[config.mk]
export PLATFORM = sky130hd
export DESIGN_NAME = memory_stage_flat
export DESIGN_NICKNAME = d
export VERILOG_FILES = /design/src/rtl/memory_stage.sv /design/src/flat_wrapper.sv
export SDC_FILE = /design/constraint.sdc
export NUM_CORES = 1
export LEC_CHECK = 0
export CORE_UTILIZATION = 40
export CTS_BUF_LIST = sky130_fd_sc_hd__clkbuf_8 sky130_fd_sc_hd__clkbuf_16
export DETAILED_ROUTE_END_ITERATION = 8
export GPL_ROUTABILITY_DRIVEN = 0
export PLACE_DENSITY = 0.68
export SETUP_SLACK_MARGIN = 0.1
export SLEW_MARGIN = 20
export SYNTH_ARGS = -nofsm -noshare
export SYNTH_HDL_FRONTEND = slang
export SYNTH_SLANG_ARGS = --single-unit
[constraint.sdc]
create_clock -name clk -period 6 [get_ports clk]
set_clock_uncertainty 0.2 [all_clocks]
set_input_delay 0.9 -clock clk [delete_from_list [all_inputs] [get_ports clk]]
set_output_delay 0.9 -clock clk [all_outputs]
set_load 0.005 [all_outputs]
[src/rtl/memory_stage.sv]
// Pipeline memory stage: byte/half/word loads and stores over a valid/ready
// data-memory port, registering the result onto the write-back bundle.

package memory_stage_pkg;
   localparam int unsigned XLEN = 32;
   typedef logic [XLEN-1:0] data_t;
   typedef logic [1:0]      result_src_t;
   typedef logic [4:0]      reg_idx_t;
endpackage

interface mem_to_wb_if;
   import memory_stage_pkg::*;
   result_src_t cfsm__result_src;
   data_t       read_data;
   data_t       alu_result;
   reg_idx_t    rd;
   logic        RegWriteW;

   modport to_write_back (
      output cfsm__result_src, read_data, alu_result, rd, RegWriteW
   );
   modport from_memory (
      input cfsm__result_src, read_data, alu_result, rd, RegWriteW
   );
endinterface

module memory_stage
   import memory_stage_pkg::*;
#(
   parameter int unsigned BUS_W = 32
) (
   input  logic               clk,
   input  logic               reset,
   input  logic               in_valid,
   output logic               in_ready,
   input  logic [BUS_W-1:0]   in_alu_result,
   input  logic [BUS_W-1:0]   in_write_data,
   input  logic               in_mem_read,
   input  logic               in_mem_write,
   input  logic [2:0]         in_funct3,
   input  logic [4:0]         in_rd,
   input  logic               in_reg_write,
   input  result_src_t        in_result_src,
   output logic               dmem_req_valid,
   input  logic               dmem_req_ready,
   output logic [BUS_W-1:0]   dmem_addr,
   output logic               dmem_we,
   output logic [3:0]         dmem_wstrb,
   output logic [BUS_W-1:0]   dmem_wdata,
   input  logic               dmem_resp_valid,
   input  logic [BUS_W-1:0]   dmem_rdata,
   output logic               mem_fault,
   mem_to_wb_if.to_write_back mem_to_wb
);

   localparam logic [1:0] S_IDLE = 2'd0;
   localparam logic [1:0] S_REQ  = 2'd1;
   localparam logic [1:0] S_WAIT = 2'd2;

   logic [1:0]       state_q, state_d;

   // Captured instruction
   logic [BUS_W-1:0] addr_q, addr_d;
   logic [BUS_W-1:0] wdata_q, wdata_d;
   logic [2:0]       funct3_q, funct3_d;
   logic [4:0]       rd_q, rd_d;
   logic             reg_write_q, reg_write_d;
   result_src_t      src_q, src_d;
   logic             is_load_q, is_load_d;

   // Write-back registers
   result_src_t      wb_src_q, wb_src_d;
   logic [BUS_W-1:0] wb_rdata_q, wb_rdata_d;
   logic [BUS_W-1:0] wb_alu_q, wb_alu_d;
   logic [4:0]       wb_rd_q, wb_rd_d;
   logic             wb_we_q, wb_we_d;
   logic             fault_q, fault_d;

   logic [1:0]       off_in;
   logic             mem_op_in;
   logic             f3_legal;
   logic             misalign;
   logic             fault_in;

   logic [1:0]       off_q;
   logic             in_req;
   logic [3:0]       strb;
   logic [BUS_W-1:0] store_data;
   logic [7:0]       byte_sel;
   logic [15:0]      half_sel;
   logic [BUS_W-1:0] load_data;

   // Legality of the instruction presented at capture
   assign off_in    = in_alu_result[1:0];
   assign mem_op_in = in_mem_read | in_mem_write;

   always_comb begin
      f3_legal = 1'b0;
      case (in_funct3)
         3'b000, 3'b001, 3'b010: f3_legal = 1'b1;
         3'b100, 3'b101:         f3_legal = in_mem_read;
         default:                f3_legal = 1'b0;
      endcase
   end

   assign misalign = ((in_funct3[1:0] == 2'b01) && off_in[0]) ||
                     ((in_funct3[1:0] == 2'b10) && (off_in != 2'b00));
   assign fault_in = (in_mem_read & in_mem_write) |
                     (mem_op_in & (~f3_legal | misalign));

   // Store lane encoding from the captured access
   assign off_q  = addr_q[1:0];
   assign in_req = (state_q == S_REQ);

   always_comb begin
      strb       = 4'b1111;
      store_data = wdata_q;
      case (funct3_q[1:0])
         2'b00: begin
            strb       = 4'b0001 << off_q;
            store_data = {4{wdata_q[7:0]}};
         end
         2'b01: begin
            strb       = 4'b0011 << off_q;
            store_data = {2{wdata_q[15:0]}};
         end
         default: begin
            strb       = 4'b1111;
            store_data = wdata_q;
         end
      endcase
   end

   assign dmem_req_valid = in_req;
   assign dmem_addr      = {addr_q[BUS_W-1:2], 2'b00};
   assign dmem_we        = in_req & ~is_load_q;
   assign dmem_wstrb     = (in_req && !is_load_q) ? strb : 4'b0000;
   assign dmem_wdata     = store_data;
   assign in_ready       = (state_q == S_IDLE);
   assign mem_fault      = fault_q;

   // Load lane extraction and extension
   assign byte_sel = dmem_rdata[{off_q, 3'b000} +: 8];
   assign half_sel = dmem_rdata[{off_q[1], 4'b0000} +: 16];

   always_comb begin
      load_data = dmem_rdata;
      case (funct3_q)
         3'b000:  load_data = {{(BUS_W-8){byte_sel[7]}}, byte_sel};
         3'b100:  load_data = {{(BUS_W-8){1'b0}}, byte_sel};
         3'b001:  load_data = {{(BUS_W-16){half_sel[15]}}, half_sel};
         3'b101:  load_data = {{(BUS_W-16){1'b0}}, half_sel};
         default: load_data = dmem_rdata;
      endcase
   end

   // Next state; every non-completion cycle issues a write-back bubble
   always_comb begin
      state_d     = state_q;
      addr_d      = addr_q;
      wdata_d     = wdata_q;
      funct3_d    = funct3_q;
      rd_d        = rd_q;
      reg_write_d = reg_write_q;
      src_d       = src_q;
      is_load_d   = is_load_q;
      wb_src_d    = wb_src_q;
      wb_rdata_d  = wb_rdata_q;
      wb_alu_d    = wb_alu_q;
      wb_rd_d     = wb_rd_q;
      wb_we_d     = 1'b0;
      fault_d     = 1'b0;

      case (state_q)
         S_IDLE: begin
            if (in_valid) begin
               addr_d      = in_alu_result;
               wdata_d     = in_write_data;
               funct3_d    = in_funct3;
               rd_d        = in_rd;
               reg_write_d = in_reg_write;
               src_d       = in_result_src;
               is_load_d   = in_mem_read;
               if (!mem_op_in || fault_in) begin
                  wb_src_d   = in_result_src;
                  wb_alu_d   = in_alu_result;
                  wb_rd_d    = in_rd;
                  wb_rdata_d = '0;
                  wb_we_d    = in_reg_write & ~fault_in;
                  fault_d    = fault_in;
               end else begin
                  state_d = S_REQ;
               end
            end
         end
         S_REQ: begin
            if (dmem_req_ready) begin
               if (is_load_q) begin
                  state_d = S_WAIT;
               end else begin
                  wb_src_d   = src_q;
                  wb_alu_d   = addr_q;
                  wb_rd_d    = rd_q;
                  wb_rdata_d = '0;
                  wb_we_d    = reg_write_q;
                  state_d    = S_IDLE;
               end
            end
         end
         S_WAIT: begin
            if (dmem_resp_valid) begin
               wb_src_d   = src_q;
               wb_alu_d   = addr_q;
               wb_rd_d    = rd_q;
               wb_rdata_d = load_data;
               wb_we_d    = reg_write_q;
               state_d    = S_IDLE;
            end
         end
         default: state_d = S_IDLE;
      endcase
   end

   always_ff @(posedge clk or negedge reset) begin
      if (!reset) begin
         state_q     <= S_IDLE;
         addr_q      <= '0;
         wdata_q     <= '0;
         funct3_q    <= '0;
         rd_q        <= '0;
         reg_write_q <= 1'b0;
         src_q       <= '0;
         is_load_q   <= 1'b0;
         wb_src_q    <= '0;
         wb_rdata_q  <= '0;
         wb_alu_q    <= '0;
         wb_rd_q     <= '0;
         wb_we_q     <= 1'b0;
         fault_q     <= 1'b0;
      end else begin
         state_q     <= state_d;
         addr_q      <= addr_d;
         wdata_q     <= wdata_d;
         funct3_q    <= funct3_d;
         rd_q        <= rd_d;
         reg_write_q <= reg_write_d;
         src_q       <= src_d;
         is_load_q   <= is_load_d;
         wb_src_q    <= wb_src_d;
         wb_rdata_q  <= wb_rdata_d;
         wb_alu_q    <= wb_alu_d;
         wb_rd_q     <= wb_rd_d;
         wb_we_q     <= wb_we_d;
         fault_q     <= fault_d;
      end
   end

   assign mem_to_wb.cfsm__result_src = wb_src_q;
   assign mem_to_wb.read_data        = wb_rdata_q;
   assign mem_to_wb.alu_result       = wb_alu_q;
   assign mem_to_wb.rd               = wb_rd_q;
   assign mem_to_wb.RegWriteW        = wb_we_q;

endmodule

[src/flat_wrapper.sv]
// flat-port wrapper written by rule: the top's interface ports become plain ports
module memory_stage_flat import memory_stage_pkg::*;
#(
   parameter int unsigned BUS_W = 32
)
  (clk, reset, in_valid, in_ready, in_alu_result, in_write_data, in_mem_read, in_mem_write, in_funct3, in_rd, in_reg_write, in_result_src, dmem_req_valid, dmem_req_ready, dmem_addr, dmem_we, dmem_wstrb, dmem_wdata, dmem_resp_valid, dmem_rdata, mem_fault, mem_to_wb_cfsm__result_src, mem_to_wb_read_data, mem_to_wb_alu_result, mem_to_wb_rd, mem_to_wb_RegWriteW);
  mem_to_wb_if mem_to_wb_i ();
  input  logic clk;
  input  logic reset;
  input  logic in_valid;
  output logic in_ready;
  input  logic [BUS_W-1:0] in_alu_result;
  input  logic [BUS_W-1:0] in_write_data;
  input  logic in_mem_read;
  input  logic in_mem_write;
  input  logic [2:0] in_funct3;
  input  logic [4:0] in_rd;
  input  logic in_reg_write;
  input  result_src_t in_result_src;
  output logic dmem_req_valid;
  input  logic dmem_req_ready;
  output logic [BUS_W-1:0] dmem_addr;
  output logic dmem_we;
  output logic [3:0] dmem_wstrb;
  output logic [BUS_W-1:0] dmem_wdata;
  input  logic dmem_resp_valid;
  input  logic [BUS_W-1:0] dmem_rdata;
  output logic mem_fault;
  output wire logic [$bits(mem_to_wb_i.cfsm__result_src)-1:0] mem_to_wb_cfsm__result_src;
  output wire logic [$bits(mem_to_wb_i.read_data)-1:0] mem_to_wb_read_data;
  output wire logic [$bits(mem_to_wb_i.alu_result)-1:0] mem_to_wb_alu_result;
  output wire logic [$bits(mem_to_wb_i.rd)-1:0] mem_to_wb_rd;
  output wire logic [$bits(mem_to_wb_i.RegWriteW)-1:0] mem_to_wb_RegWriteW;
  assign mem_to_wb_cfsm__result_src = mem_to_wb_i.cfsm__result_src;
  assign mem_to_wb_read_data = mem_to_wb_i.read_data;
  assign mem_to_wb_alu_result = mem_to_wb_i.alu_result;
  assign mem_to_wb_rd = mem_to_wb_i.rd;
  assign mem_to_wb_RegWriteW = mem_to_wb_i.RegWriteW;
  memory_stage #(.BUS_W(BUS_W)) u_core (.clk(clk), .reset(reset), .in_valid(in_valid), .in_ready(in_ready), .in_alu_result(in_alu_result), .in_write_data(in_write_data), .in_mem_read(in_mem_read), .in_mem_write(in_mem_write), .in_funct3(in_funct3), .in_rd(in_rd), .in_reg_write(in_reg_write), .in_result_src(in_result_src), .dmem_req_valid(dmem_req_valid), .dmem_req_ready(dmem_req_ready), .dmem_addr(dmem_addr), .dmem_we(dmem_we), .dmem_wstrb(dmem_wstrb), .dmem_wdata(dmem_wdata), .dmem_resp_valid(dmem_resp_valid), .dmem_rdata(dmem_rdata), .mem_fault(mem_fault), .mem_to_wb(mem_to_wb_i));
endmodule
# Word-level counts from Yosys, hierarchy flattened
# Index checks and enable logic that the tools add are counted.
dict set report word_totals {
  reg_bits 151
  memories 0
  mem_bits_ro 0
  wordCells 108
  mem_bits_rw 0
  input_bits 114
  latchBits 0
  out_inout_bits 144
}
dict set report classes {
  n_addsub 0
  n_div 0
  eq_ne 18
  n_mul 0
  muxes 44
  shift 4
  reduce_logical 18
  n_bitwise 10
  n_lt_le_gt_ge 0
}
# op count
set ops {}
lappend ops {{two-way mux 32 bit} 10}
lappend ops {{one-hot mux 32 bit (3 select lines)} 2}
lappend ops {{one-hot mux 32 bit (4 select lines)} 1}
lappend ops {{one-hot mux 32 bit (2 select lines)} 1}
lappend ops {{indexed part select 32 x 6 -> 16 bit} 1}
lappend ops {{indexed part select 32 x 6 -> 8 bit} 1}
lappend ops {{two-way mux 5 bit} 5}
lappend ops {{two-way mux 2 bit} 10}
lappend ops {{one-hot mux 5 bit (3 select lines)} 1}
lappend ops {{== test 3 bit (second input constant)} 4}
lappend ops {{one-hot mux 2 bit (3 select lines)} 2}
lappend ops {{!= test 2 bit (second input constant)} 5}
lappend ops {{two-way mux 1 bit} 8}
lappend ops {{one-hot mux 4 bit (2 select lines)} 1}
lappend ops {{== test 2 x 1 -> 1 bit (second input constant)} 3}
lappend ops {{== test 3 x 1 -> 1 bit (second input constant)} 2}
lappend ops {{zero test 3 bit} 2}
lappend ops {{AND reduction 6 bit} 1}
lappend ops {{bitwise AND 1 bit} 4}
lappend ops {{== test 2 bit (second input constant)} 2}
lappend ops {{zero test 2 bit} 2}
lappend ops {{two-way mux 4 bit} 1}
lappend ops {{AND reduction 4 bit} 1}
lappend ops {{left shift 1 x 2 -> 4 bit (first input constant)} 1}
lappend ops {{15 further kinds} 23}

# Logic depth before layout (Yosys ltp)
dict set report logic_depth {
  depth_word 12
  ltp_mapped 9
  depth_no_buf 7
}

# Worst setup path after synthesis
# No wires, ideal clock.
dict set report synth_timing {
  kind {reg2out}
  startpoint {register u_core.funct3_q[1]}
  endpoint {output dmem_wdata[26]}
  path_stages_with_launch 6
  t_arrival_ns 1.287
  n_path_buf 3
  t_required_ns 4.900
  slack_ns 3.613
  cell_sequence {dfrtp_1 -> buf_2 -> buf_2 -> clkbuf_1 -> nand2_1 -> o21ai_0}
}
dict set report synth_between {
  elab_chain_len 2
  elab_cells_between_ends 3
  cone_classes {eq/ne (1); mux (1); reduce/logical (1)}
}
# element line_no
set synth_rtl {}
lappend synth_rtl {{start, declared} memory_stage.sv:65} ;# logic [2:0] funct3_q, funct3_d;
lappend synth_rtl {{start signal, assigned} memory_stage.sv:244} ;# funct3_q <= funct3_d;
lappend synth_rtl {{== test 2 x 1 -> 1 bit / zero test 2 bit (equally long branches)} memory_stage.sv:118} ;# case (funct3_q[1:0])
lappend synth_rtl {{one-hot mux 32 bit (2 select lines) (*)} memory_stage.sv:118}
lappend synth_rtl {{end, declared} flat_wrapper.sv:25} ;# output logic [BUS_W-1:0] dmem_wdata;
# Every way passes the cells marked *; elsewhere a longest branch is shown, timed or not.

# Final worst setup path
dict set report layout_timing {
  startpoint {register u_core.addr_q[1]}
  endpoint {output dmem_wstrb[2]}
}
dict set report layout_between {
  elab_chain_len 3
  elab_cells_between_ends 4
  cone_classes {shift (2); mux (2)}
}
# element line_no
set layout_rtl {}
lappend layout_rtl {{start, declared} memory_stage.sv:63} ;# logic [BUS_W-1:0] addr_q, addr_d;
lappend layout_rtl {{start signal, assigned} memory_stage.sv:242} ;# addr_q <= addr_d;
lappend layout_rtl {{left shift 2 x 2 -> 4 bit / left shift 1 x 2 -> 4 bit (equally long branches)} {memory_stage.sv:124, memory_stage.sv:120}}
lappend layout_rtl {{one-hot mux 4 bit (2 select lines) (*)} memory_stage.sv:118}
lappend layout_rtl {{two-way mux 4 bit (*)} memory_stage.sv:137} ;# assign dmem_wstrb = (in_req && !is_load_q) ? strb : 4'b0000;
lappend layout_rtl {{end, declared} flat_wrapper.sv:24} ;# output logic [3:0] dmem_wstrb;
# Marked as above.

==> out/summary.txt <==
Register bit count reported by yosys: 151
DR pass1 iterations: 7
Post-Synth XOR/XNOR Area: 0.00118
Internal cell power: 3.64 mW
Multi-input logic area: 0.00315 sq mm
Cts repair resizes: 0
Placed wire-length estimate: 14.1 mm
Failing checks: design-rule violations
Max-cap violations: 0
RSZ-0062 raised after global routing: false
Nets: 967
Simple-Gate Fraction of Synth Area: 0.0638
# IOs: 258
Vias in the first global route: 5837
Final min period: 3.72 ns
Total negative slack: 0 ns
Clk slew on worst S/H paths: 0.06 ns
Post-CTS Hold Buffers: 0
Power density over the cells: 528 mW/mm^2
Starting Density: 0.412
Post-synthesis async set-or-reset flop share: 1.00
Final Cell Area: 0.0105 sq mm
Delay of the slowest critical-path stage: 0.82 ns
CTS buffer count: 17
Critical Path, Cell by Cell: clkinv_1 -> o21ai_0 -> o21a_1 -> clkdlybuf4s50_1
N_diodes: 0
Status: finished with violations
WP data required: 4.90 ns
Slew HR: 0.289
Slew Viols, Final: 0
Routed Wire Length: 20.1 mm
Worst setup EP type: output pin
Sequential area share after synthesis: 0.507
Slowest-stage cell, CP: dfrtp_1
Sink Count: 151
Largest net degree at the start of global routing: 125
Initial DRC Count: 271
CTS tree: done
Share of Yosys cell area claimed by the top area cell type: 0.507
GRT Total Usage: 0.211
Die area: 0.0192 sq mm
Die width: 139 um
Slew @ Worst Pin: 1.06 ns
Peak Freq: 269 MHz
Fillers: 1493
Root Driver: clkbuf_16
P_sw: 1.91 mW
Prevailing post-synth register cell: dfrtp_1
Layout Utilization: 0.580
Compound-cell area share of the yosys netlist: 0.129
CP startpoint kind: flop
Post-Synth Adder-Cell Area: 0.00671
Clk pwr share: 0.210
Worst-path fanout max: 18
Worst vdd ir: 0.000302 V
Count of different cell masters after synthesis: 42
First-pass GRT wire length: 32.0 mm
CTS Buffer Depth: 2
Mux contribution to synthesized area: 0.217
Post-CTS setup repair buffer count: 0
Post-synth top area cell: dfrtp_1
Routed WL per cell: 18.4 um
Setup ws final: 2.28 ns
Placed Area: 0.00984 sq mm
Vertical die dimension: 139 um
Final setup violating endpoints: 0
# H-tree levels: 4
Drt via density: 5.20
Placement Setup Slack: 2.49 ns
Comb power frac: 0.464
Min-Delay Path Class: flop to flop
Area contributors post-synth: dfrtp_1 (51%), mux2_2 (14%), mux2i_1 (7.7%)
Synth Area per Inst: 11.4 sq um
Final Hold Vio Count: 0
Seq pwr share: 0.326
Net Sw Frac: 0.344
Clk_lat worst skew: 0.42 ns
GR Overflow Total: 0
Placed cell count: 1059
Syn Inst Count: 651
Largest family of logic cells by synthesized area: multiplexers
Leakage: 4.31 nW
Mapped Area: 0.00745 sq mm
Antenna violations before repair: 0
Share of layout cells above drive strength 1: 0.183
Post-route DRC: 32
Register area: 0.00378 sq mm
EDFF count, synth: 0
WP data arrival: 2.62 ns
Rows: 49
Yosys Warn Count: 0
Core ar.: 0.0181 sq mm
Non-Filler Instances: 1091
Final worst-path cycle share: 0.620
Port bufs: 255
Area Growth Syn to Fin: 40.8%
Total number of vias: 5673
Post-route ant nets: 0
WS Path Type: flop to output pin
-- cells by family after synthesis --
| logic type | after synthesis |
|---|---|
| DFF | 151 |
| muxes | 150 |
| AOI/OAI and AO/OA | 141 |
| and+or+nand+nor | 113 |
| buffers and inverters | 90 |
| adders and majority gates | 4 |
| other | 1 |
| xor gates and xnor gates | 1 |
-- per-stage QoR --
step | hold WS, ns | power, mW
4_1_cts | 0.288 | 5.60
2_1_floorplan | 0.271 | 3.27
6_report | 0.283 | 5.54
3_3_place_gp | 0.262 | 4.33
3_5_place_dp | 0.273 | 4.41
5_1_grt | 0.304 | 5.88
-- power by group through the flow --
stage	clock network (mW)	logic [mW]	registers [mW]
5_1_grt	1.23	2.78	1.86
4_1_cts	1.19	2.61	1.81
3_5_place_dp	0	2.59	1.82
6_report	1.17	2.57	1.81
2_1_floorplan	0	1.57	1.70
3_3_place_gp	0	2.54	1.80
-- final cells by class --
class,instances,area share
clock buffer,19,0.0432
clock inverter,13,0.0184
inverter,9,0.00322
multi-input combinational,411,0.300
sequential,151,0.360
tap,229,0.0273
timing repair buffer,259,0.247
-- cells in the mapped netlist, types with 2 or more instances --
master    instances
o21ai_2          10
o22a_1            2
o31ai_2          10
o31ai_1           4
dfrtp_1         151
mux2_2           93
o21ai_0          32
a22o_1            8
a221oi_1         15
ha_1              4
clkbuf_1         12
o21a_1            3
buf_2            11
nor2_1           17
buf_1             7
nor4_4            2
o21ai_1          29
mux2i_1          57
buf_6             3
a21oi_1          19
nand2_1          87
o22ai_1           2
inv_1             7
buf_4            48
-- state kept, by name, indices dropped and copies added, names as in the netlist --
register                           cells
u_core.is_load_q                       1
u_core.addr_q                         32
u_core.wdata_q                        32
u_core.src_q                           2
u_core.mem_fault                       1
u_core.rd_q                            5
u_core.funct3_q                        3
u_core.mem_to_wb.cfsm__result_src      2
u_core.mem_to_wb.read_data            32
u_core.mem_to_wb.rd                    5
u_core.reg_write_q                     1
u_core.mem_to_wb.alu_result           32
u_core.mem_to_wb.RegWriteW             1
u_core.state_q                         2
-- cell usage in the layout (no fill, tap or decap), types with 3 or more instances in the layout --
cell type and count:
clkdlybuf4s50_1 254, dfrtp_1 150, mux2_2 93, nand2_1 86
mux2i_1 57, o21ai_0 32, o21ai_1 29, a21oi_1 19
nor2_1 17, clkbuf_16 17, a221oi_1 15, o21ai_2 10
o31ai_2 10, inv_1 8, a22o_1 8, o31ai_1 4
bufinv_16 4, inv_6 4, o21a_1 3, ha_1 3
clkinv_4 3, buf_4 3
-- routing by layer --
metal  track usage  up-vias  routed length, um
li1              -     2664                  -
met1         0.270     2796               8450
met2         0.347      199               9810
met3        0.0658       14               1650
met4        0.0562        0                176
met5             0        -                  0
-- path summary, 6_finish.rpt --
kind / slack, ns / endpoint / startpoint / cells after the start
setup / recovery: 2.28 / dmem_wstrb[2] / u_core.addr_q[1] / 4
hold / removal: 0.28 / u_core.mem_to_wb.read_data[22] / u_core.mem_to_wb.read_data[22] / 2
setup reg to reg: 3.34 / u_core.mem_to_wb.read_data[13] / u_core.state_q[0] / 7
hold reg to reg: 0.28 / u_core.mem_to_wb.read_data[22] / u_core.mem_to_wb.read_data[22] / 2
max in group asynchronous: 3.83 / u_core.funct3_q[0] / reset / 2
min in group asynchronous: 0.33 / u_core.addr_q[30] / reset / 1
-- critical path: cells and delay by family (launching register included) --
| kind | cells | cell delay (ns) |
|---|---|---|
| buffers and inverters | 2 | 0.97 |
| AOI/OAI and AO/OA | 2 | 0.41 |
| DFF | 1 | 0.82 |
(Power assumes the default switching activity.)
